## config.mk

```make
export PLATFORM = sky130hd
export DESIGN_NAME = data_store_buffer_flat
export DESIGN_NICKNAME = d
export VERILOG_FILES = /design/src/rtl/data_store_buffer_pkg.sv /design/src/rtl/data_store_buffer_if.sv /design/src/rtl/data_store_buffer_match.sv /design/src/rtl/data_store_buffer.sv /design/src/flat_wrapper.sv
export SDC_FILE = /design/constraint.sdc
export NUM_CORES = 1
export LEC_CHECK = 0
export BUFFER_PORTS_ARGS = -buffer_cell sky130_fd_sc_hd__buf_2
export CORE_ASPECT_RATIO = 0.9
export CORE_MARGIN = 4
export CORE_UTILIZATION = 30
export DETAILED_ROUTE_END_ITERATION = 6
export PLACE_DENSITY = 0.52
export SETUP_SLACK_MARGIN = 0.4
export SYNTH_ARGS = -nofsm -noshare
export SYNTH_HDL_FRONTEND = slang
export SYNTH_SLANG_ARGS = --single-unit
export TNS_END_PERCENT = 5
```

## constraint.sdc

```tcl
create_clock -name clk_i -period 9.35 [get_ports clk_i]
set_clock_uncertainty 0.15 [all_clocks]
set_input_delay 0.935 -clock clk_i [delete_from_list [all_inputs] [get_ports clk_i]]
set_output_delay 0.935 -clock clk_i [all_outputs]
set_load 0.01 [all_outputs]
```

## src/rtl/data_store_buffer_pkg.sv

```systemverilog
// Shared data-memory types for the store buffer: entry layout, store width
// encoding and the drain FSM states.
package data_store_buffer_pkg;

  localparam int STORE_BUFFER_DEPTH = 8;
  localparam int SB_XLEN            = 32;
  localparam int SB_PORT_WIDTH      = 32;

  typedef enum logic [1:0] {
    BYTE = 2'd0,
    HALF = 2'd1,
    WORD = 2'd2
  } store_width_t;

  typedef struct packed {
    logic [SB_XLEN-1:0]       address;
    logic [SB_PORT_WIDTH-1:0] data;
    store_width_t             width;
  } store_buffer_entry_t;

  typedef enum logic {
    DRAIN_IDLE,
    DRAIN_REQUEST
  } drain_state_t;

endpackage

```

## src/rtl/data_store_buffer_if.sv

```systemverilog
// Drain bus between the store buffer (master) and external memory (slave).
interface data_store_buffer_if #(
  parameter int XLEN       = 32,
  parameter int PORT_WIDTH = 32
);
  logic                  request;
  logic [XLEN-1:0]       address;
  logic [PORT_WIDTH-1:0] data;
  logic [1:0]            width;
  logic                  ack;

  modport master (output request, address, data, width, input ack);
  modport slave  (input request, address, data, width, output ack);
endinterface

```

## src/rtl/data_store_buffer_match.sv

```systemverilog
// Youngest-match priority search: walks backwards from tail and reports the
// newest valid entry whose word address matches the lookup.
module store_buffer_match #(
  parameter  int DEPTH = 8,
  localparam int PTR_W = $clog2(DEPTH)
) (
  input  logic [DEPTH-1:0] valid,
  input  logic [DEPTH-1:0] addr_eq,
  input  logic [DEPTH-1:0] is_word,
  input  logic [PTR_W-1:0] tail,
  output logic             match,
  output logic             conflict,
  output logic [PTR_W-1:0] index
);

  logic found;
  logic [PTR_W-1:0] idx;

  // Scan oldest-to-youngest so the youngest hit is the last one assigned.
  always_comb begin
    // NOTE: every combinational output gets a default first so no latch is inferred.
    found = 1'b0;
    index = '0;
    idx   = '0;
    for (int i = DEPTH; i >= 1; i--) begin
      idx = tail - PTR_W'(i);
      if (valid[idx] && addr_eq[idx]) begin
        found = 1'b1;
        index = idx;
      end
    end
    match    = found &  is_word[index];
    conflict = found & ~is_word[index];
  end

endmodule

```

## src/rtl/data_store_buffer.sv

```systemverilog
// Circular store buffer between the data-cache controllers and external
// memory: single write port, youngest-word forwarding lookup, one-at-a-time drain.
module data_store_buffer
  import data_store_buffer_pkg::*;
#(
  parameter int DEPTH      = STORE_BUFFER_DEPTH,
  parameter int XLEN       = SB_XLEN,
  parameter int PORT_WIDTH = SB_PORT_WIDTH
) (
  input  logic                  clk_i,
  input  logic                  rst_n_i,
  input  logic                  wb_push_i,
  input  logic [XLEN-1:0]       wb_address_i,
  input  logic [PORT_WIDTH-1:0] wb_data_i,
  input  logic                  st_push_i,
  input  logic [XLEN-1:0]       st_address_i,
  input  logic [PORT_WIDTH-1:0] st_data_i,
  input  logic [1:0]            st_width_i,
  output logic                  st_accept_o,
  output logic                  full_o,
  output logic                  empty_o,
  output logic                  port_idle_o,
  input  logic [XLEN-1:0]       lookup_address_i,
  output logic                  address_match_o,
  output logic [PORT_WIDTH-1:0] match_data_o,
  output logic                  conflict_o,
  data_store_buffer_if.master   mem
);

  localparam int PTR_W = $clog2(DEPTH);
  localparam int CNT_W = PTR_W + 1;

  store_buffer_entry_t entries [DEPTH];
  store_buffer_entry_t new_entry;
  logic [DEPTH-1:0]    valid;
  logic [DEPTH-1:0]    addr_eq;
  logic [DEPTH-1:0]    is_word;
  logic [PTR_W-1:0]    head, tail, sel;
  logic [CNT_W-1:0]    count;
  logic                push, pop, load_mem;
  drain_state_t        state, next_state;

  assign full_o      = (count == CNT_W'(DEPTH));
  assign empty_o     = (count == '0);
  assign push        = (wb_push_i | st_push_i) & ~full_o;
  // Reset is folded in so the handshake reads idle while the buffer is held in reset.
  assign st_accept_o = rst_n_i & st_push_i & ~wb_push_i & ~full_o;
  assign port_idle_o = ~rst_n_i | ~(wb_push_i | st_push_i);

  // Write-back wins the single write port and is always a full word.
  always_comb begin
    if (wb_push_i) new_entry = '{address: wb_address_i, data: wb_data_i, width: WORD};
    else           new_entry = '{address: st_address_i, data: st_data_i,
                                 width: store_width_t'(st_width_i)};
  end

  // Pointer, count and valid-bit bookkeeping for push and pop.
  always_ff @(posedge clk_i or negedge rst_n_i) begin
    if (!rst_n_i) begin
      head  <= '0;
      tail  <= '0;
      count <= '0;
      valid <= '0;
    end else begin
      // NOTE: sequential state uses non-blocking assignments so every flop samples pre-edge values.
      if (push) begin
        valid[tail] <= 1'b1;
        tail        <= tail + PTR_W'(1);
      end
      if (pop) begin
        valid[head] <= 1'b0;
        head        <= head + PTR_W'(1);
      end
      case ({push, pop})
        2'b10:   count <= count + CNT_W'(1);
        2'b01:   count <= count - CNT_W'(1);
        default: count <= count;
      endcase
    end
  end

  // Entry storage, written at tail on a push.
  // NOTE: the entry array has no reset; valid bits alone decide what is visible.
  always_ff @(posedge clk_i) begin
    if (push) entries[tail] <= new_entry;
  end

  // Per-entry word-address compare and width flag feeding the priority search.
  always_comb begin
    addr_eq = '0;
    is_word = '0;
    for (int i = 0; i < DEPTH; i++) begin
      addr_eq[i] = (entries[i].address[XLEN-1:2] == lookup_address_i[XLEN-1:2]);
      is_word[i] = (entries[i].width == WORD);
    end
  end

  store_buffer_match #(.DEPTH(DEPTH)) u_match (
    .valid    (valid),
    .addr_eq  (addr_eq),
    .is_word  (is_word),
    .tail     (tail),
    .match    (address_match_o),
    .conflict (conflict_o),
    .index    (sel)
  );

  assign match_data_o = address_match_o ? entries[sel].data : '0;

  // Drain FSM state register.
  always_ff @(posedge clk_i or negedge rst_n_i) begin
    if (!rst_n_i) state <= DRAIN_IDLE;
    else          state <= next_state;
  end

  // Drain FSM next state: load head when idle, pop on ack.
  always_comb begin
    next_state = state;
    load_mem   = 1'b0;
    pop        = 1'b0;
    case (state)
      DRAIN_IDLE: begin
        if (!empty_o) begin
          next_state = DRAIN_REQUEST;
          load_mem   = 1'b1;
        end
      end
      DRAIN_REQUEST: begin
        if (mem.ack) begin
          next_state = DRAIN_IDLE;
          pop        = 1'b1;
        end
      end
      default: next_state = DRAIN_IDLE;
    endcase
  end

  assign mem.request = (state == DRAIN_REQUEST);

  // Drain bus registers, held stable for the whole request.
  always_ff @(posedge clk_i or negedge rst_n_i) begin
    if (!rst_n_i) begin
      mem.address <= '0;
      mem.data    <= '0;
      mem.width   <= '0;
    end else if (load_mem) begin
      mem.address <= entries[head].address;
      mem.data    <= entries[head].data;
      mem.width   <= entries[head].width;
    end
  end

endmodule

```

## src/flat_wrapper.sv

```systemverilog
// flat-port wrapper written by rule: the top's interface ports become plain ports
module data_store_buffer_flat import data_store_buffer_pkg::*;
#(
  parameter int DEPTH      = STORE_BUFFER_DEPTH,
  parameter int XLEN       = SB_XLEN,
  parameter int PORT_WIDTH = SB_PORT_WIDTH
)
  (clk_i, rst_n_i, wb_push_i, wb_address_i, wb_data_i, st_push_i, st_address_i, st_data_i, st_width_i, st_accept_o, full_o, empty_o, port_idle_o, lookup_address_i, address_match_o, match_data_o, conflict_o, mem_request, mem_address, mem_data, mem_width, mem_ack);
  data_store_buffer_if #(.XLEN(XLEN), .PORT_WIDTH(PORT_WIDTH)) mem_i ();
  input  logic clk_i;
  input  logic rst_n_i;
  input  logic wb_push_i;
  input  logic [XLEN-1:0] wb_address_i;
  input  logic [PORT_WIDTH-1:0] wb_data_i;
  input  logic st_push_i;
  input  logic [XLEN-1:0] st_address_i;
  input  logic [PORT_WIDTH-1:0] st_data_i;
  input  logic [1:0] st_width_i;
  output logic st_accept_o;
  output logic full_o;
  output logic empty_o;
  output logic port_idle_o;
  input  logic [XLEN-1:0] lookup_address_i;
  output logic address_match_o;
  output logic [PORT_WIDTH-1:0] match_data_o;
  output logic conflict_o;
  output wire logic [$bits(mem_i.request)-1:0] mem_request;
  output wire logic [$bits(mem_i.address)-1:0] mem_address;
  output wire logic [$bits(mem_i.data)-1:0] mem_data;
  output wire logic [$bits(mem_i.width)-1:0] mem_width;
  input wire logic [$bits(mem_i.ack)-1:0] mem_ack;
  assign mem_request = mem_i.request;
  assign mem_address = mem_i.address;
  assign mem_data = mem_i.data;
  assign mem_width = mem_i.width;
  assign mem_i.ack = mem_ack;
  data_store_buffer #(.DEPTH(DEPTH), .XLEN(XLEN), .PORT_WIDTH(PORT_WIDTH)) u_core (.clk_i(clk_i), .rst_n_i(rst_n_i), .wb_push_i(wb_push_i), .wb_address_i(wb_address_i), .wb_data_i(wb_data_i), .st_push_i(st_push_i), .st_address_i(st_address_i), .st_data_i(st_data_i), .st_width_i(st_width_i), .st_accept_o(st_accept_o), .full_o(full_o), .empty_o(empty_o), .port_idle_o(port_idle_o), .lookup_address_i(lookup_address_i), .address_match_o(address_match_o), .match_data_o(match_data_o), .conflict_o(conflict_o), .mem(mem_i));
endmodule
```

==> results.toml <==
[outcome]
status = "finished, final reports clean"

[place]
portBuffers = 269
hpwlAfterDp_mm = 63.2
place_congestion = 0.835

[synth]
syn-num-nets = 2369
synth_area_per_cell_um2 = 13.8
synth_commonest_cells = "edfxtp_1 (528), mux2i_1 (364), xnor2_1 (226)"
synth.cell_area_um2 = 30200
seq_area_frac_synth = 0.595
synth_ff_type = "edfxtp_1"
synthArstFlopShare = 0.139
yosysMostFrequentCell = "edfxtp_1"
synth_edf_count = 528
synth_area_leaders = "edfxtp_1 (53%), mux2i_1 (12%), dfrtp_1 (7.0%)"
yosys.area.top_type = "edfxtp_1"
ys_warn_count = 0
ys_ff_latch = 613
synth_cells = 2191
synthDominantCellAreaShare = 0.525
ys_types = 61

[grt]
grt_usage = 0.183
antenna_found_initial = 12
grt_pass1_vias = 20000
grt_pass1_wl_mm = 140
grt_max_degree = 141
grt-ovfl-total = 0

[flow_run]
drv_cap = 0

[floorplan]
core-area_um2 = 99900
io_pins = 272
start_util = 0.302
die_w_um = 342
num_rows = 110
dieArea_um2 = 106000
die_y_um = 309

[layout]
multi_input_area_um2 = 11500
area_delta_synth_final_pct = 15.5
nNetsFinal = 2590
seq_area_um2 = 18000
fill_cells = 9738
drive_gt1_frac = 0.227
utilization = 0.349

[timing]
relSlewSlack = 0.151
post-route-period-util = 0.839
worst_pin_slew_ns = 1.27
fin_tns_setup_ns = 0
period_needed_ns = 7.84
final-setup-viol-count = 0
slew_violations = 0
rsz0062_at_grt = "false"
clock.fmax_mhz = 128
hold_viol = 0

[critical_path]
worstSetupEndpointType = "output pin"
r2r_slack_ns = 5.84
cp.arrival_ns = 6.76
cp.required_ns = 8.27
path_class = "register to output pin"
critPathLaunchType = "register"
crit_path_max_fanout = 108

[cts]
cts-root-buf = "clkbuf_16"
ctsHoldBuffers = 0
clk_pin_slew_ns = 0.06
cts_buffers = 69
cts_setup_buffers = 0
worst_skew_pair.late_latency_ns = 0.61
cts_buffer_depth = 3
cts_tree = "yes"
cts.repair.resized = 0
clock_sinks = 613
htreeDepth = 3

[power]
power.leakage_nw = 12.4
cellPowerDensity_nw_per_um2 = 352
ir_drop_mv = 0.553

[detailed_routing]
wl_mm = 100
routed_via_density = 5.15
wire_per_inst_um = 26.3
vias = 19600
drtIter0Drc = 1622
dr.pass1.iters = 5
ant_nets = 0
drcViolationCount = 0

[worst_hold_path]
hold_class = "input port to asynchronous set/reset pin"
==> layout by cell type (no fill, tap or decap), types with 6 or more instances in the layout <==
cell type	netlist	layout
and3_4	0	8
ha_1	10	10
o21ai_0	74	74
nand3_1	9	9
mux2_2	100	100
edfxtp_1	528	528
and3_1	14	6
nor4_2	37	37
clkbuf_16	0	69
o22ai_1	133	133
nor4_1	11	11
nand2_1	82	81
mux2i_1	364	364
nor2_1	96	95
nand4_1	90	90
a22o_1	32	32
clkinv_2	0	8
clkinv_1	2	15
buf_4	27	32
clkbuf_1	76	22
a21oi_1	12	11
dfrtp_1	85	84
a2bb2oi_1	6	6
xor2_1	24	24
nor2b_1	10	10
buf_2	11	267
xnor2_1	226	226
inv_1	14	14
o2bb2ai_1	32	32
==> metal layers <==
layer	vias to the layer above	share of wire	wire length, µm	track usage
met5	-	0.00060	60	0
met4	8	0.020	2000	0.0493
met3	134	0.059	5860	0.0280
met2	623	0.48	47900	0.306
met1	10000	0.44	44300	0.248
li1	8846	-	-	-
==> worst paths after layout <==
check / start / endpoint / cells after the start
worst max-delay path: u_core.tail[1] / match_data_o[0] / 14
worst min-delay path: rst_n_i / u_core.mem.address[9] / 1
worst max register to register: u_core.count[3] / u_core.entries[0][49] / 4
worst min register to register: u_core.mem.address[15] / u_core.mem.address[15] / 2
max in group asynchronous: rst_n_i / u_core.mem.address[5] / 2
min in group clk_i: u_core.mem.address[15] / u_core.mem.address[15] / 2
==> kinds of logic after synthesis <==
kind of cell	synth area share
compound gates	0.0706
xor+xnor	0.0725
fa+ha+maj	0.00481
buf+inv	0.0277
flops	0.595
mux	0.160
simple gates	0.0688
==> registers in the layout, indices dropped and copies added, names as in the netlist <==
name and flops:
u_core.count 4, u_core.entries 528, u_core.head 3, u_core.mem.address 32
u_core.mem.data 32, u_core.mem.request 1, u_core.mem.width 2, u_core.tail 3
u_core.valid 8
==> per-stage QoR <==
stage                     area, µm²  worst slack, ns  hold slack [ns]  total power, mW  std cells
final                         34900             1.51           0.0548             12.3       3812
after global routing          34900             1.19           0.0528             12.9       3811
after CTS                     34900             1.46           0.0378             12.4       3810
after detailed placement      32800             1.77            0.315             9.82       3685
after global placement        32800             1.86            0.312             9.74       3685
after floorplan               30200             4.16            0.307             7.79       2191
==> critical path, stage by stage (launching register included) <==
cell      delay (ns)
dfrtp_1         0.68
clkinv_1        0.51
ha_1            0.59
inv_1           0.13
nor2_1          0.09
nand4_1         0.18
nand4_1         0.38
a21boi_1        0.47
nand3_1         0.18
o221ai_4        0.92
buf_12          0.59
mux2i_1         0.18
a22o_1          0.26
nor4_1          0.56
buf_2           0.26
==> layout make-up <==
class                      count  share of cell area
inverter                      16             0.00172
antenna                        2            0.000143
clock buffer                  94              0.0531
sequential                   613               0.516
tap                         1344              0.0482
timing repair buffer         301              0.0463
clock inverter                31             0.00599
multi-input combinational   1411               0.329
==> power by group <==
part	internal, mW	switching (mW)
sequential	3.74	0.420
clock	1.42	1.10
combinational	1.98	3.61
total	7.14	5.13
Note: power is estimated with default switching activity, not from simulation.
